[config.mk]
export PLATFORM = sky130hd
export DESIGN_NAME = tty_writer
export DESIGN_NICKNAME = d
export VERILOG_FILES = /design/src/rtl/tty_writer.sv
export SDC_FILE = /design/constraint.sdc
export NUM_CORES = 1
export LEC_CHECK = 0
export BUFFER_PORTS_ARGS = -buffer_cell sky130_fd_sc_hd__buf_2
export CORE_ASPECT_RATIO = 0.6
export CORE_UTILIZATION = 56
export CTS_BUF_LIST = sky130_fd_sc_hd__clkbuf_8
export CTS_CLUSTER_SIZE = 10
export DETAILED_ROUTE_END_ITERATION = 8
export GPL_TIMING_DRIVEN = 0
export PLACE_DENSITY = 0.87
export SLEW_MARGIN = 20
export SYNTH_ARGS = -nofsm -noshare
export SYNTH_HDL_FRONTEND = slang
export SYNTH_SLANG_ARGS = --single-unit
[constraint.sdc]
create_clock -name clk_i -period 7.96 [get_ports clk_i]
set_clock_uncertainty 0.15 [all_clocks]
set_input_delay 1.592 -clock clk_i [delete_from_list [all_inputs] [get_ports clk_i]]
set_output_delay 1.592 -clock clk_i [all_outputs]
set_load 0.02 [all_outputs]
[src/rtl/tty_writer.sv]
// tty_writer: glass-TTY byte sink that writes 16-bit cells into the text buffer and tracks the cursor.
// Optional TTY_HW_SCROLL_EN: bottom-row LF scrolls by row copy; otherwise it wraps to row 0 and clears it.
module tty_writer #(
  parameter int unsigned ROWS = 32,
  parameter int unsigned COLS = 128
) (
  input  logic        clk_i,
  input  logic        rst_i,
  input  logic        in_valid,
  input  logic [7:0]  in_data,
  input  logic [8:0]  in_attr,
  output logic        in_ready,
  output logic        mem_en,
  output logic [7:0]  mem_we,
  output logic [19:0] mem_addr,
  output logic [63:0] mem_wrdata,
  input  logic [63:0] mem_rddata,
  output logic [6:0]  cursor_x,
  output logic [6:0]  cursor_y,
  output logic        busy
);

  localparam logic [6:0] MAX_X  = 7'(COLS - 1);
  localparam logic [6:0] MAX_Y  = 7'(ROWS - 1);
  localparam logic [5:0] LAST_R = 6'(ROWS - 1);
  localparam logic [4:0] LAST_W = 5'(COLS / 4 - 1);

  typedef enum logic [2:0] {
    IDLE,
    WRITE,
`ifdef TTY_HW_SCROLL_EN
    SCROLL_RD,
    SCROLL_WR,
`endif
    CLEAR
  } state_t;

`ifdef TTY_HW_SCROLL_EN
  localparam logic [5:0]  SCROLL_LAST = 6'(ROWS - 2);
  localparam state_t      LF_STATE    = SCROLL_RD;
  localparam logic [7:0]  LF_WE       = 8'h00;
  localparam logic [19:0] LF_ADDR     = 20'h80100;
  localparam logic [6:0]  LF_Y        = MAX_Y;
`else
  localparam state_t      LF_STATE    = CLEAR;
  localparam logic [7:0]  LF_WE       = 8'hFF;
  localparam logic [19:0] LF_ADDR     = 20'h80000;
  localparam logic [6:0]  LF_Y        = 7'd0;
`endif

  state_t      state;
  logic [5:0]  row;
  logic [4:0]  word;
  logic [5:0]  clr_end;
  logic [6:0]  fin_x;
  logic [6:0]  fin_y;
  logic [63:0] wr_q;

  function automatic logic [19:0] cell_addr(input logic [5:0] r, input logic [4:0] w);
    return {1'b1, 5'b0, r, w, 3'b000};
  endfunction

  assign in_ready = (state == IDLE) && !rst_i;
  assign busy     = (state != IDLE);

`ifdef TTY_HW_SCROLL_EN
  // Read data arrives in the SCROLL_WR cycle itself, so it is forwarded combinationally.
  assign mem_wrdata = (state == SCROLL_WR) ? mem_rddata : wr_q;
`else
  logic unused_rddata;
  assign unused_rddata = ^mem_rddata;
  assign mem_wrdata    = wr_q;
`endif

  // Memory strobes are registered: each transition loads the outputs for the next state's cycle.
  always_ff @(posedge clk_i) begin
    if (rst_i) begin
      state    <= IDLE;
      cursor_x <= '0;
      cursor_y <= '0;
      fin_x    <= '0;
      fin_y    <= '0;
      row      <= '0;
      word     <= '0;
      clr_end  <= '0;
      wr_q     <= '0;
      mem_en   <= 1'b0;
      mem_we   <= '0;
      mem_addr <= '0;
    end else begin
      mem_en <= 1'b0;
      mem_we <= '0;
      unique case (state)
        IDLE: begin
          if (in_valid) begin
            if (in_data >= 8'h20 && in_data <= 8'h7E) begin
              state    <= WRITE;
              mem_en   <= 1'b1;
              mem_we   <= 8'b0000_0011 << {cursor_x[1:0], 1'b0};
              mem_addr <= cell_addr(cursor_y[5:0], cursor_x[6:2]);
              wr_q     <= {4{in_attr, in_data[6:0]}};
            end else begin
              case (in_data)
                8'h0D: cursor_x <= '0;
                8'h08: if (cursor_x != '0) cursor_x <= cursor_x - 7'd1;
                8'h0A: begin
                  if (cursor_y < MAX_Y) begin
                    cursor_y <= cursor_y + 7'd1;
                  end else begin
                    state    <= LF_STATE;
                    mem_en   <= 1'b1;
                    mem_we   <= LF_WE;
                    mem_addr <= LF_ADDR;
                    row      <= '0;
                    word     <= '0;
                    clr_end  <= '0;
                    wr_q     <= '0;
                    fin_x    <= cursor_x;
                    fin_y    <= LF_Y;
                  end
                end
                8'h0C: begin
                  state    <= CLEAR;
                  mem_en   <= 1'b1;
                  mem_we   <= '1;
                  mem_addr <= cell_addr('0, '0);
                  row      <= '0;
                  word     <= '0;
                  clr_end  <= LAST_R;
                  wr_q     <= '0;
                  fin_x    <= '0;
                  fin_y    <= '0;
                end
                default: ;
              endcase
            end
          end
        end
        WRITE: begin
          if (cursor_x < MAX_X) begin
            cursor_x <= cursor_x + 7'd1;
            state    <= IDLE;
          end else if (cursor_y < MAX_Y) begin
            cursor_x <= '0;
            cursor_y <= cursor_y + 7'd1;
            state    <= IDLE;
          end else begin
            state    <= LF_STATE;
            mem_en   <= 1'b1;
            mem_we   <= LF_WE;
            mem_addr <= LF_ADDR;
            row      <= '0;
            word     <= '0;
            clr_end  <= '0;
            wr_q     <= '0;
            fin_x    <= '0;
            fin_y    <= LF_Y;
          end
        end
`ifdef TTY_HW_SCROLL_EN
        SCROLL_RD: begin
          state    <= SCROLL_WR;
          mem_en   <= 1'b1;
          mem_we   <= '1;
          mem_addr <= cell_addr(row, word);
        end
        SCROLL_WR: begin
          mem_en <= 1'b1;
          if (word == LAST_W) begin
            word <= '0;
            if (row == SCROLL_LAST) begin
              state    <= CLEAR;
              row      <= LAST_R;
              clr_end  <= LAST_R;
              mem_we   <= '1;
              mem_addr <= cell_addr(LAST_R, '0);
              wr_q     <= '0;
            end else begin
              state    <= SCROLL_RD;
              row      <= row + 6'd1;
              mem_addr <= cell_addr(row + 6'd2, '0);
            end
          end else begin
            state    <= SCROLL_RD;
            word     <= word + 5'd1;
            mem_addr <= cell_addr(row + 6'd1, word + 5'd1);
          end
        end
`endif
        CLEAR: begin
          if (word == LAST_W && row == clr_end) begin
            state    <= IDLE;
            cursor_x <= fin_x;
            cursor_y <= fin_y;
          end else begin
            mem_en <= 1'b1;
            mem_we <= '1;
            if (word == LAST_W) begin
              row      <= row + 6'd1;
              word     <= '0;
              mem_addr <= cell_addr(row + 6'd1, '0);
            end else begin
              word     <= word + 5'd1;
              mem_addr <= cell_addr(row, word + 5'd1);
            end
          end
        end
        default: state <= IDLE;
      endcase
    end
  end

endmodule

* Word level (Yosys, flattened, before mapping)
Index checks and enable logic that the tools add are counted.
** Storage, ports and cells
- Input bits :: 84
- Word-level logic and storage cells :: 149
- Output and inout port bits :: 109
- Bits in registers :: 141
** Cells by class
- Eq/ne operators :: 23
- Add/sub/neg operators :: 5
- $lt $le $gt $ge :: 4
- Shift operators :: 1
- Reductions and logical operators :: 18
- Mux-type cells :: 86
** Operator list (count)
- 2-to-1 mux 64 bit :: 4
- case mux 64 bit (2 select lines) :: 2
- 2-to-1 mux 7 bit :: 21
- 2-to-1 mux 20 bit :: 5
- case mux 7 bit (2 select lines) :: 5
- 2-to-1 mux 6 bit :: 10
- case mux 20 bit (3 select lines) :: 1
- case mux 7 bit (3 select lines) :: 2
- 2-to-1 mux 8 bit :: 5
- case mux 20 bit (2 select lines) :: 1
- case mux 6 bit (2 select lines) :: 3
- equality test 8 x 4 -> 1 bit (second input constant) :: 4
- 2-to-1 mux 5 bit :: 6
- case mux 8 bit (3 select lines) :: 1
- AND reduction 7 bit :: 3
- case mux 6 bit (3 select lines) :: 1
- case mux 8 bit (2 select lines) :: 1
- case mux 5 bit (3 select lines) :: 1
- adder 7 x 1 -> 7 bit (second input constant) :: 2
- 2-to-1 mux 14 bit :: 1
- != test 2 bit (second input constant) :: 7
- 2-to-1 mux 3 bit :: 4
- AND reduction 6 bit :: 2
- case mux 5 bit (2 select lines) :: 1
- 31 further kinds :: 44

* Depth between registers and ports, before layout
- Word-level depth :: 6
- Depth in mapped cells :: 10
- Gate-level depth less buffers :: 9

* Least setup slack after synthesis
OpenSTA, ideal clock, no wires.
- Kind :: input-to-output
- Start :: input port rst_i
- End :: output port in_ready
- Required time :: 6.218 ns
- Path slack :: 3.656 ns
- Path buffers :: 3
- Stages :: 4
- Arrival time :: 2.562 ns
- Cell sequence :: clkbuf_1 buf_4 clkbuf_1 nor2_1
** Between the ends
- Word-level cells in the longest chain between the ends :: 2
** RTL lines
- from (decl) :: RTL line 8 : input logic rst_i,
- logical NOT 1 bit :: RTL line 63 : assign in_ready = (state == IDLE) && !rst_i;
- logical AND 1 bit :: RTL line 63
- to (decl) :: RTL line 12 : output logic in_ready,
Every way passes these cells.

* Worst setup path after layout
Ends and elaborated chain as after synthesis.

==> run metrics <==
routed vias/inst=6.29; initial antenna violation count=0; Primary FF master, synth=dfxtp_1; Top cell by count, worst path=clkbuf_1; syn_area_per_cell=9.63 um2; nets@finish=851; max_cap viols=0; PortBufs=124; DRC viols=0; Cell Chain, Critical Path=clkbuf_1 -> buf_4 -> clkbuf_1 -> nor2_1 -> buf_2; Critical Path Start Type=primary input; Critical Path AT=3.15 ns; register bit count reported by yosys=136; status=complete, no violations; worst skew pair latency=0.45 ns; maximum vdd drop=129 uV; remaining global-route overflow=0; Core Region=10000 um2; wire per inst=19.0 um; post-DP HPWL=12400 um; number of global-route vias before repair=5227; Clock Tree Root=clkbuf_8; layout cells sized above 1=24.8%; Initial Utilization=58.6%; Worst Setup SP=rst_i; Top-Level Pins=193; critical path required time=6.22 ns; CP endpoint kind=output port; period utilisation layout=61.5%; Synth Cell Area=5870 um2; CTS tree=yes; Pwr per Cell Area=244 nW/um2; buffer and inverter count on the worst path=4; die width=134 um; Least-Margin Pin Slew=0.982 ns; first-pass GRT wire length=27000 um; CTS Buffer Depth=2; Hold/Removal Path Class=flip-flop to flip-flop; Max Slew Vio Count=0; mux contribution to synthesized area=0.511%; max incr delay on CP=0.50 ns; vias post-DR=5666; Site Rows=28; FMAX=204 MHz; Hold Vio Cnt, Final=0; Slew HR=34.1%; post-synth top area cell=dfxtp_1; CP max stage cell=clkbuf_1; Synth Area in Adders=2.98%; RSZ-0062 raised after global routing=no; most common cell in the netlist=dfxtp_1; Synth cell types=74; Finished Layout Cells=901; r2r setup slk=4.64 ns; Die H=81.3 um; CP Max Fanout=10; placed instance count=869; Layout area overhead=20.9%; Commonest cells post-synth=dfxtp_1, a22o_1, nand2_1; worst hold slack=0.309 ns; compound-cell area share of the yosys netlist=26.9%; CTS sink cnt=136; largest net degree at the start of global routing=17; GR Util All Layers=32.1%; largest family of logic cells by synthesized area=compound AO/OA/AOI/OAI gates; antenna cells=0; Leakage=0.00321 uW; setup TNS=0 ns; Reg clk slew, reported paths=0.07 ns; Synth Area in Simple Gates=15.6%; post-CTS setup buffers=0; sequential area share after synthesis=46.4%; CTS Buf Count=17; drt total wl=17100 um; Worst R2R Path Depth=10; # resized after CTS=0; GPL Wtd Cong=0.919; largest cells by area after synthesis=dfxtp_1, a22o_1, ha_1; fin crit period=4.89 ns; Post-synth EDFFs=0; share of the synthesized area in the top cell type=46.4%; critical path class=primary input to output port; Iter 0 DRT Violations=716; YS warnings=0; XOR/XNOR share of the synthesized area=2.39%; CTS H-Tree Depth=4; Antenna Nets Post-Route=0; hold_buf cts=0; Hold Crit Endpoint=mem_wrdata[22]; async set or reset register ratio after synthesis=0%; hold path depth=1; die area=10900 um2; Crit path max-delay family=buffers and inverters; stages on the worst setup path=5; Post-Syn Instances=610; Critical R2R Launch=word[0]; worst flop-to-flop path endpoint=mem_addr[7]; syn nets=708; DRT Pass-1 Iters=5; final setup violation count=0; Hold Path Origin=mem_wrdata[22]
[area by class of cell]
type / count / area [um2]
plain buffers: 47 / 235
clock buffers: 17 / 234
clock inverters: 15 / 201
fillers: 807 / 2920
inverters: 19 / 71.3
multi-input cells: 408 / 2840
flip-flops and latches: 136 / 2720
well taps: 135 / 169
repair buffers: 124 / 621
[cell usage in the layout, fill, tap and decap left out, types with 7 or more instances in the layout]
cell type,netlist,layout
clkbuf_8,0,17
nand2b_1,7,7
xnor2_1,10,10
ha_1,14,14
a21o_1,12,12
nand2_1,39,39
nand3_1,20,20
o21ai_0,25,25
clkbuf_1,28,28
a22o_1,82,82
inv_1,18,20
nor3_1,10,10
a21oi_1,22,22
nor2_1,36,36
buf_2,8,132
o21a_1,9,9
dfxtp_1,136,136
and2_1,20,20
[layer usage]
layer / up-vias / wire length, um / track usage, %
met2: 339 / 7300 / 47.2
met5: - / 32 / 2.78
met1: 2737 / 7740 / 44.7
li1: 2536 / - / -
met3: 52 / 1680 / 7.99
met4: 2 / 351 / 12.9
[worst register-to-register path, stage by stage (launching register included)]
cell and delay [ns]:
dfxtp_1 0.43, ha_1 0.23, and3_1 0.18, ha_1 0.23, clkbuf_1 0.38, nand2_1 0.10
or4_1 0.43, o211a_1 0.28, a31oi_4 0.31, clkbuf_1 0.35, a22o_1 0.22
[how the worst max path moves through the flow]
stage / to / slack [ns]
global route: in_ready / 3.03
finish: in_ready / 3.07
global placement: in_ready / 3.19
detailed placement: in_ready / 3.18
floorplan: in_ready / 3.66
CTS: in_ready / 3.17
[sequential cells by signal (all words and copies together), names as in the netlist]
name        flops
mem_wrdata     64
mem_addr       20
cursor_x        7
cursor_y        7
fin_x           7
fin_y           7
clr_end         6
row             6
word            5
mem_we          4
state           2
mem_en          1
[through the flow]
step | power (uW) | setup slack [ns] | instance area [um2] | utilization [%]
finish | 1730 | 3.07 | 7100 | 70.8
floorplan | 989 | 3.66 | 5870 | -
CTS | 1720 | 3.17 | 7100 | 70.8
global placement | 1090 | 3.19 | 6660 | 66.5
global route | 1790 | 3.03 | 7100 | 70.8
detailed placement | 1100 | 3.18 | 6660 | 66.5
[power by group]
group	leakage, uW	total (uW)	switching (uW)	internal [uW]
Combinational	0.00190	357	243	114
Sequential	0.00110	745	27.9	717
Clock	0.000212	626	283	343
Total	0.00321	1730	555	1170
[cell families (layout without fill, tap and decap cells)]
family,Yosys count,after routing
DFF,136,136
buffers and inverters,66,222
AOI/OAI and AO/OA,201,201
adders and majority gates,14,14
and+or+nand+nor,174,174
muxes,3,3
xor gates and xnor gates,16,16
Power figures use the tool's default switching activity.
